[src/rtl/sa_pkg.sv]
// Shared types and defaults for the systolic-array tile sequencer and its bench.
package sa_pkg;

  localparam int SA_ROWS = 8;
  localparam int SA_DW   = 8;
  localparam int SA_ACCW = 32;
  localparam int SA_KW   = 8;

  typedef enum logic [2:0] {
    ST_IDLE  = 3'd0,
    ST_FEED  = 3'd1,
    ST_WAIT  = 3'd2,
    ST_DRAIN = 3'd3,
    ST_DONE  = 3'd4
  } sa_tile_state_t;

  typedef logic [SA_DW-1:0] sa_vec_t [SA_ROWS];

  // Default WAIT budget: two full passes over a rows x rows array.
  function automatic int sa_tmo(input int rows);
    return 2 * rows * rows;
  endfunction

endpackage

[src/rtl/sa_row_serializer.sv]
// Walks the core's per-row results in order and presents them on one
// valid/ready result stream while enabled; parked at row 0 otherwise.
module sa_row_serializer
  import sa_pkg::*;
#(
  parameter int ROWS = SA_ROWS,
  parameter int ACCW = SA_ACCW
) (
  input  logic                    clk,
  input  logic                    rstn,
  input  logic                    en,
  input  logic [ACCW-1:0]         core_rout [ROWS],
  input  logic [ROWS-1:0]         core_rvalid,
  input  logic                    r_ready,
  output logic                    r_valid,
  output logic [ACCW-1:0]         r_data,
  output logic [$clog2(ROWS)-1:0] r_row,
  output logic                    last_hs
);

  localparam int            RW       = $clog2(ROWS);
  localparam logic [RW-1:0] LAST_ROW = RW'(ROWS - 1);

  logic [RW-1:0] row_q;
  logic [RW-1:0] row_d;
  logic          hs_s;

  assign hs_s    = en & core_rvalid[row_q] & r_ready;
  assign last_hs = hs_s & (row_q == LAST_ROW);

  // Next row index: advances on each accepted word, wraps after the last row.
  always_comb begin
    row_d = row_q;
    if (!en) begin
      row_d = '0;
    end else if (hs_s) begin
      row_d = (row_q == LAST_ROW) ? '0 : row_q + RW'(1'b1);
    end else begin
      row_d = row_q;
    end
  end

  // Row counter register.
  always_ff @(posedge clk or negedge rstn) begin
    if (!rstn) begin
      row_q <= '0;
    end else begin
      row_q <= row_d;
    end
  end

  // Result stream mux; forced to zero outside DRAIN.
  always_comb begin
    r_valid = 1'b0;
    r_data  = '0;
    r_row   = '0;
    if (en) begin
      r_valid = core_rvalid[row_q];
      r_data  = core_rout[row_q];
      r_row   = row_q;
    end else begin
      r_valid = 1'b0;
      r_data  = '0;
      r_row   = '0;
    end
  end

endmodule

[src/rtl/sa_tile_ctrl.sv]
// Tile sequencer: feeds K joined activation/weight beats into the core, waits
// for row results (with timeout), then drains them through sa_row_serializer.
module sa_tile_ctrl
  import sa_pkg::*;
#(
  parameter int ROWS = SA_ROWS,
  parameter int DW   = SA_DW,
  parameter int ACCW = SA_ACCW,
  parameter int KW   = SA_KW,
  parameter int TMO  = sa_tmo(ROWS)
) (
  input  logic                    clk,
  input  logic                    rstn,
  input  logic                    start,
  input  logic [KW-1:0]           klen,
  output logic                    busy,
  output logic                    done,
  output logic                    err,
  input  logic                    a_valid,
  output logic                    a_ready,
  input  logic [ROWS*DW-1:0]      a_data,
  input  logic                    w_valid,
  output logic                    w_ready,
  input  logic [ROWS*DW-1:0]      w_data,
  output logic [DW-1:0]           core_a [ROWS],
  output logic [DW-1:0]           core_w [ROWS],
  output logic                    core_inpvalid,
  output logic                    core_outread,
  input  logic [ACCW-1:0]         core_rout [ROWS],
  input  logic [ROWS-1:0]         core_rvalid,
  output logic                    r_valid,
  input  logic                    r_ready,
  output logic [ACCW-1:0]         r_data,
  output logic [$clog2(ROWS)-1:0] r_row
);

  sa_tile_state_t state_q;
  logic [KW-1:0]  k_q;
  logic [KW-1:0]  beat_q;
  logic [KW-1:0]  tmo_q;
  logic           busy_q;
  logic           done_q;
  logic           err_q;
  logic           inpvalid_q;
  logic           outread_q;
  logic [DW-1:0]  core_a_q [ROWS];
  logic [DW-1:0]  core_w_q [ROWS];

  logic           feed_s;
  logic           drain_s;
  logic           beat_s;
  logic           last_hs_s;

  // Each stream is ready only when its partner is valid, so beats transfer jointly.
  assign feed_s  = (state_q == ST_FEED);
  assign drain_s = (state_q == ST_DRAIN);
  assign a_ready = feed_s & w_valid;
  assign w_ready = feed_s & a_valid;
  assign beat_s  = feed_s & a_valid & w_valid;

  // Tile FSM with feed registers, beat/timeout counters and registered status.
  always_ff @(posedge clk or negedge rstn) begin
    if (!rstn) begin
      state_q    <= ST_IDLE;
      k_q        <= '0;
      beat_q     <= '0;
      tmo_q      <= '0;
      busy_q     <= 1'b0;
      done_q     <= 1'b0;
      err_q      <= 1'b0;
      inpvalid_q <= 1'b0;
      outread_q  <= 1'b0;
      for (int r = 0; r < ROWS; r++) begin
        core_a_q[r] <= '0;
        core_w_q[r] <= '0;
      end
    end else begin
      inpvalid_q <= 1'b0;
      done_q     <= 1'b0;
      outread_q  <= 1'b0;
      case (state_q)
        ST_IDLE: begin
          if (start && (klen != '0)) begin
            k_q     <= klen;
            beat_q  <= '0;
            err_q   <= 1'b0;
            busy_q  <= 1'b1;
            state_q <= ST_FEED;
          end
        end
        ST_FEED: begin
          if (beat_s) begin
            for (int r = 0; r < ROWS; r++) begin
              core_a_q[r] <= a_data[r*DW +: DW];
              core_w_q[r] <= w_data[r*DW +: DW];
            end
            inpvalid_q <= 1'b1;
            beat_q     <= beat_q + KW'(1'b1);
            if (beat_q == (k_q - KW'(1'b1))) begin
              tmo_q   <= '0;
              state_q <= ST_WAIT;
            end
          end
        end
        ST_WAIT: begin
          if (|core_rvalid) begin
            state_q <= ST_DRAIN;
          end else if (tmo_q == KW'(TMO - 1)) begin
            err_q   <= 1'b1;
            busy_q  <= 1'b0;
            done_q  <= 1'b1;
            state_q <= ST_DONE;
          end else begin
            tmo_q <= tmo_q + KW'(1'b1);
          end
        end
        ST_DRAIN: begin
          if (last_hs_s) begin
            outread_q <= 1'b1;
            busy_q    <= 1'b0;
            done_q    <= 1'b1;
            state_q   <= ST_DONE;
          end
        end
        ST_DONE: begin
          state_q <= ST_IDLE;
        end
        default: begin
          busy_q  <= 1'b0;
          state_q <= ST_IDLE;
        end
      endcase
    end
  end

  assign busy          = busy_q;
  assign done          = done_q;
  assign err           = err_q;
  assign core_inpvalid = inpvalid_q;
  assign core_outread  = outread_q;
  assign core_a        = core_a_q;
  assign core_w        = core_w_q;

  sa_row_serializer #(
    .ROWS (ROWS),
    .ACCW (ACCW)
  ) u_ser (
    .clk         (clk),
    .rstn        (rstn),
    .en          (drain_s),
    .core_rout   (core_rout),
    .core_rvalid (core_rvalid),
    .r_ready     (r_ready),
    .r_valid     (r_valid),
    .r_data      (r_data),
    .r_row       (r_row),
    .last_hs     (last_hs_s)
  );

endmodule

[config.mk]
export PLATFORM = sky130hd
export DESIGN_NAME = sa_tile_ctrl
export DESIGN_NICKNAME = d
export VERILOG_FILES = /design/src/rtl/sa_pkg.sv /design/src/rtl/sa_row_serializer.sv /design/src/rtl/sa_tile_ctrl.sv
export SDC_FILE = /design/constraint.sdc
export NUM_CORES = 1
export LEC_CHECK = 0
export BUFFER_PORTS_ARGS = -buffer_cell sky130_fd_sc_hd__clkbuf_2
export CORE_AREA = 2 2 225 227
export CTS_BUF_LIST = sky130_fd_sc_hd__clkbuf_4 sky130_fd_sc_hd__clkbuf_8 sky130_fd_sc_hd__clkbuf_16
export CTS_CLUSTER_DIAMETER = 150
export DETAILED_ROUTE_END_ITERATION = 12
export DIE_AREA = 0 0 227 229
export GPL_ROUTABILITY_DRIVEN = 0
export HOLD_SLACK_MARGIN = 0.15
export PLACE_DENSITY = 0.53
export SLEW_MARGIN = 40
export SYNTH_ARGS = -nofsm -noshare
export SYNTH_HDL_FRONTEND = slang
export SYNTH_SLANG_ARGS = --single-unit
[constraint.sdc]
create_clock -name clk -period 2 [get_ports clk]
set_input_delay 0.1 -clock clk [delete_from_list [all_inputs] [get_ports clk]]
set_output_delay 0.1 -clock clk [all_outputs]
set_load 0.05 [all_outputs]
==> impl_metrics.toml <==
[global_routing]
grt_pass1_wl_mm = 64.3
antenna_found_initial = 22
overflow = 0
grt_use_total = 0.168
grt_start_max_net_pins = 130
grt_pass1_vias = 10733

[yosys]
ys_warn_count = 0
dominantRegCellSynth = "dfrtp_1"
syn-instance-count = 918
ys_types = 52
syn_area_per_cell_um2 = 9.65
yosysSeqAreaShare = 0.461
synth_edf_count = 0
syn_nets = 1329
async_flop_share = 1.00
yosys_register_bits = 163
syn_area_um2 = 8860

[placed_design]
io_buffers = 576
pre_cts_slack_ns = -0.201
placed_cell_area_um2 = 13300
placed_cells = 2177
dpl.hpwl_mm = 34.4

[finish]
nFillCells = 5089
fin_cells = 2386
layout-drive-gt1-share = 0.517
area_delta_synth_final_pct = 84.2
design_area_um2 = 16300
final_nets = 2093

[setup_path]
cp_cell_sequence = "buf_12, buf_12, buf_16, mux4_2, mux2i_1, buf_4, nor2_4, buf_8"
rr_worst_depth = 7
arrival_ns = 2.28
r2r_slack_ns = -0.15
required_ns = 1.90
endpoint_kind = "output pin"
timing.rr.end = "tmo_q[5]$_DFFE_PN0P_"
crit_fanout = 5
crit_path_max_incr_delay_ns = 0.51
crit_path_start_kind = "register"
rr_startpoint = "k_q[0]$_DFFE_PN0P_"
crit_slowest_cell = "dfrtp_4"
cp_common_cell = "buf_12"
path_class = "reg2out"

[clock_network]
cts.clk_slew.worst_paths_ns = 0.08
htree_levels = 4
cts_tree = "done"
clk_latency_ns = 0.44
clk_path_buf_depth = 2
root_buffer = "clkbuf_16"
cts.sinks = 163
cts_inserted_buffers = 17

[sta]
fmax_mhz = 420
holdWs_ns = 0.191
slew_headroom = 0.533
grt_setup_unrepaired = "yes"
fin_crit_ns = 2.38
hold_violations = 0
worst_slack_ns = -0.384
fin_skew_ns = 0.0126
worst_slew_pin_slew_ns = 0.701
slew_viol_final = 0
post-route-period-util = 1.19
finalSetupViolCount = 40

[die]
io_pins = 577
fp.dieArea_um2 = 52000
core_um2 = 49700
dieWidth_um = 227
rows = 82
die_h_um = 229
initial_core_util = 0.178

[detailed_routing]
avgRoutedWirePerCell_um = 18.8
dr_total_vias = 10023
drcViolationCount = 0
drt_pass1_iterations = 5
via_per_inst = 4.20
routed_wirelength_mm = 44.8
drt_iter0_drc = 442
antenna_left = 0

[run_status]
violations = "negative setup slack"
status = "finished with violations"

[power]
ir_drop_v = 0.00123
total_leakage_power_nw = 7.99
powerDensity_nw_per_um2 = 1160

[flow_run]
cap_violations = 0

[min_path]
hold_class = "in2async"
## worst max-delay path by stage
stage / start / to / slack [ns] / depth (start not counted)
2_1_floorplan: u_ser.row_q[1]$_DFFE_PN0P_ / r_data[25] / -0.05 / 6
4_1_cts: u_ser.row_q[0]$_DFFE_PN0P_ / r_data[5] / -0.43 / 8
5_1_grt: u_ser.row_q[0]$_DFFE_PN0P_ / r_data[5] / -0.46 / 8
6_report: u_ser.row_q[0]$_DFFE_PN0P_ / r_data[5] / -0.38 / 8
3_3_place_gp: k_q[0]$_DFFE_PN0P_ / tmo_q[0]$_DFFE_PN0P_ / -0.16 / 8
3_5_place_dp: k_q[0]$_DFFE_PN0P_ / tmo_q[5]$_DFFE_PN0P_ / -0.20 / 8
## sequential cells by signal, indices dropped and copies added, names as in the netlist
register,flops
done,1
core_w,64
core_outread,1
core_inpvalid,1
state_q,3
u_ser.row_q,3
busy,1
core_a,64
k_q,8
err,1
tmo_q,8
beat_q,8
## layer usage
layer	global-route usage	vias up	share of wire
met4	0.121	0	0.067
met3	0.0407	92	0.075
li1	-	4646	-
met5	0	-	0
met2	0.323	503	0.54
met1	0.151	4782	0.32
## report_power, final
part / internal [mW] / total [mW] / switching, mW
sequential: 4.68 / 5.63 / 0.949
clock: 1.78 / 3.38 / 1.60
combinational: 2.74 / 9.87 / 7.12
total: 9.21 / 18.9 / 9.67
## layout make-up
cell class | count | area, um^2 | area share
inverters | 15 | 58.8 | 0.00360
clock buffers | 17 | 425 | 0.0261
repair buffers | 804 | 5560 | 0.340
well taps | 672 | 841 | 0.0515
clock inverters | 15 | 163 | 0.00997
flip-flops and latches | 163 | 4090 | 0.251
diodes | 19 | 47.5 | 0.00291
multi-input cells | 681 | 5140 | 0.315
## critical path, delay by kind of cell, from the launching register on
kind | cells | cell delay, ns
buffers and inverters | 5 | 0.71
muxes | 2 | 0.56
DFF | 1 | 0.51
and+or+nand+nor | 1 | 0.04
## metrics by stage
step,utilization,power (mW),TNS (ns)
final,0.329,18.9,-10.84
after global routing,0.328,20.0,-13.93
after CTS,0.324,18.9,-12.64
after detailed placement,0.269,14.8,-1.89
after global placement,0.269,14.7,-1.36
after floorplan,-,11.9,-0.0513
## Yosys cell counts, types with 6 or more instances
cell | count | area, um^2
buf_2 | 15 | 75.1
o21ai_0 | 11 | 55.1
and2_1 | 7 | 43.8
mux2_2 | 8 | 90.1
nand3_1 | 9 | 45.0
nand2_1 | 399 | 1500
xnor2_1 | 11 | 96.3
dfrtp_1 | 163 | 4080
mux2i_1 | 37 | 370
inv_1 | 15 | 56.3
clkbuf_1 | 34 | 128
a31oi_1 | 6 | 37.5
nor2_1 | 52 | 195
mux4_2 | 64 | 1440
buf_1 | 6 | 22.5
nor3_1 | 13 | 65.1
## cells by family after synthesis
kind of cell	Yosys count	synth area share
simple gates	509	0.233
flops	163	0.461
mux	109	0.215
buf+inv	74	0.0360
compound gates	42	0.0331
xor+xnor	16	0.0158
fa+ha+maj	5	0.00706
## cell usage in the layout, fill, tap and decap left out, types with 7 or more instances in the layout
cell type	netlist	final
buf_4	2	63
nand2_1	399	398
clkbuf_8	0	20
nor2_4	0	32
diode_2	0	19
dfrtp_1	163	159
nand3_1	9	7
mux2_2	8	8
dlygate4sd3_1	0	139
mux2i_4	0	17
xnor2_1	11	10
inv_1	15	12
nor3_1	13	10
buf_12	0	17
buf_8	0	8
buf_6	2	8
mux4_2	64	64
nor2_1	52	17
clkbuf_2	0	541
mux2i_2	0	7
mux2i_1	37	13
clkbuf_16	0	18
## timing repair
action	CTS	global route
cloned	3	1
buffers inserted	16	0
endpoints found under the setup margin	46	53
endpoints found under the hold margin	300	0
resized for setup	122	40
hold buffers	139	0
pin swaps	14	7
No activity file was read; power rests on OpenSTA's default activity.
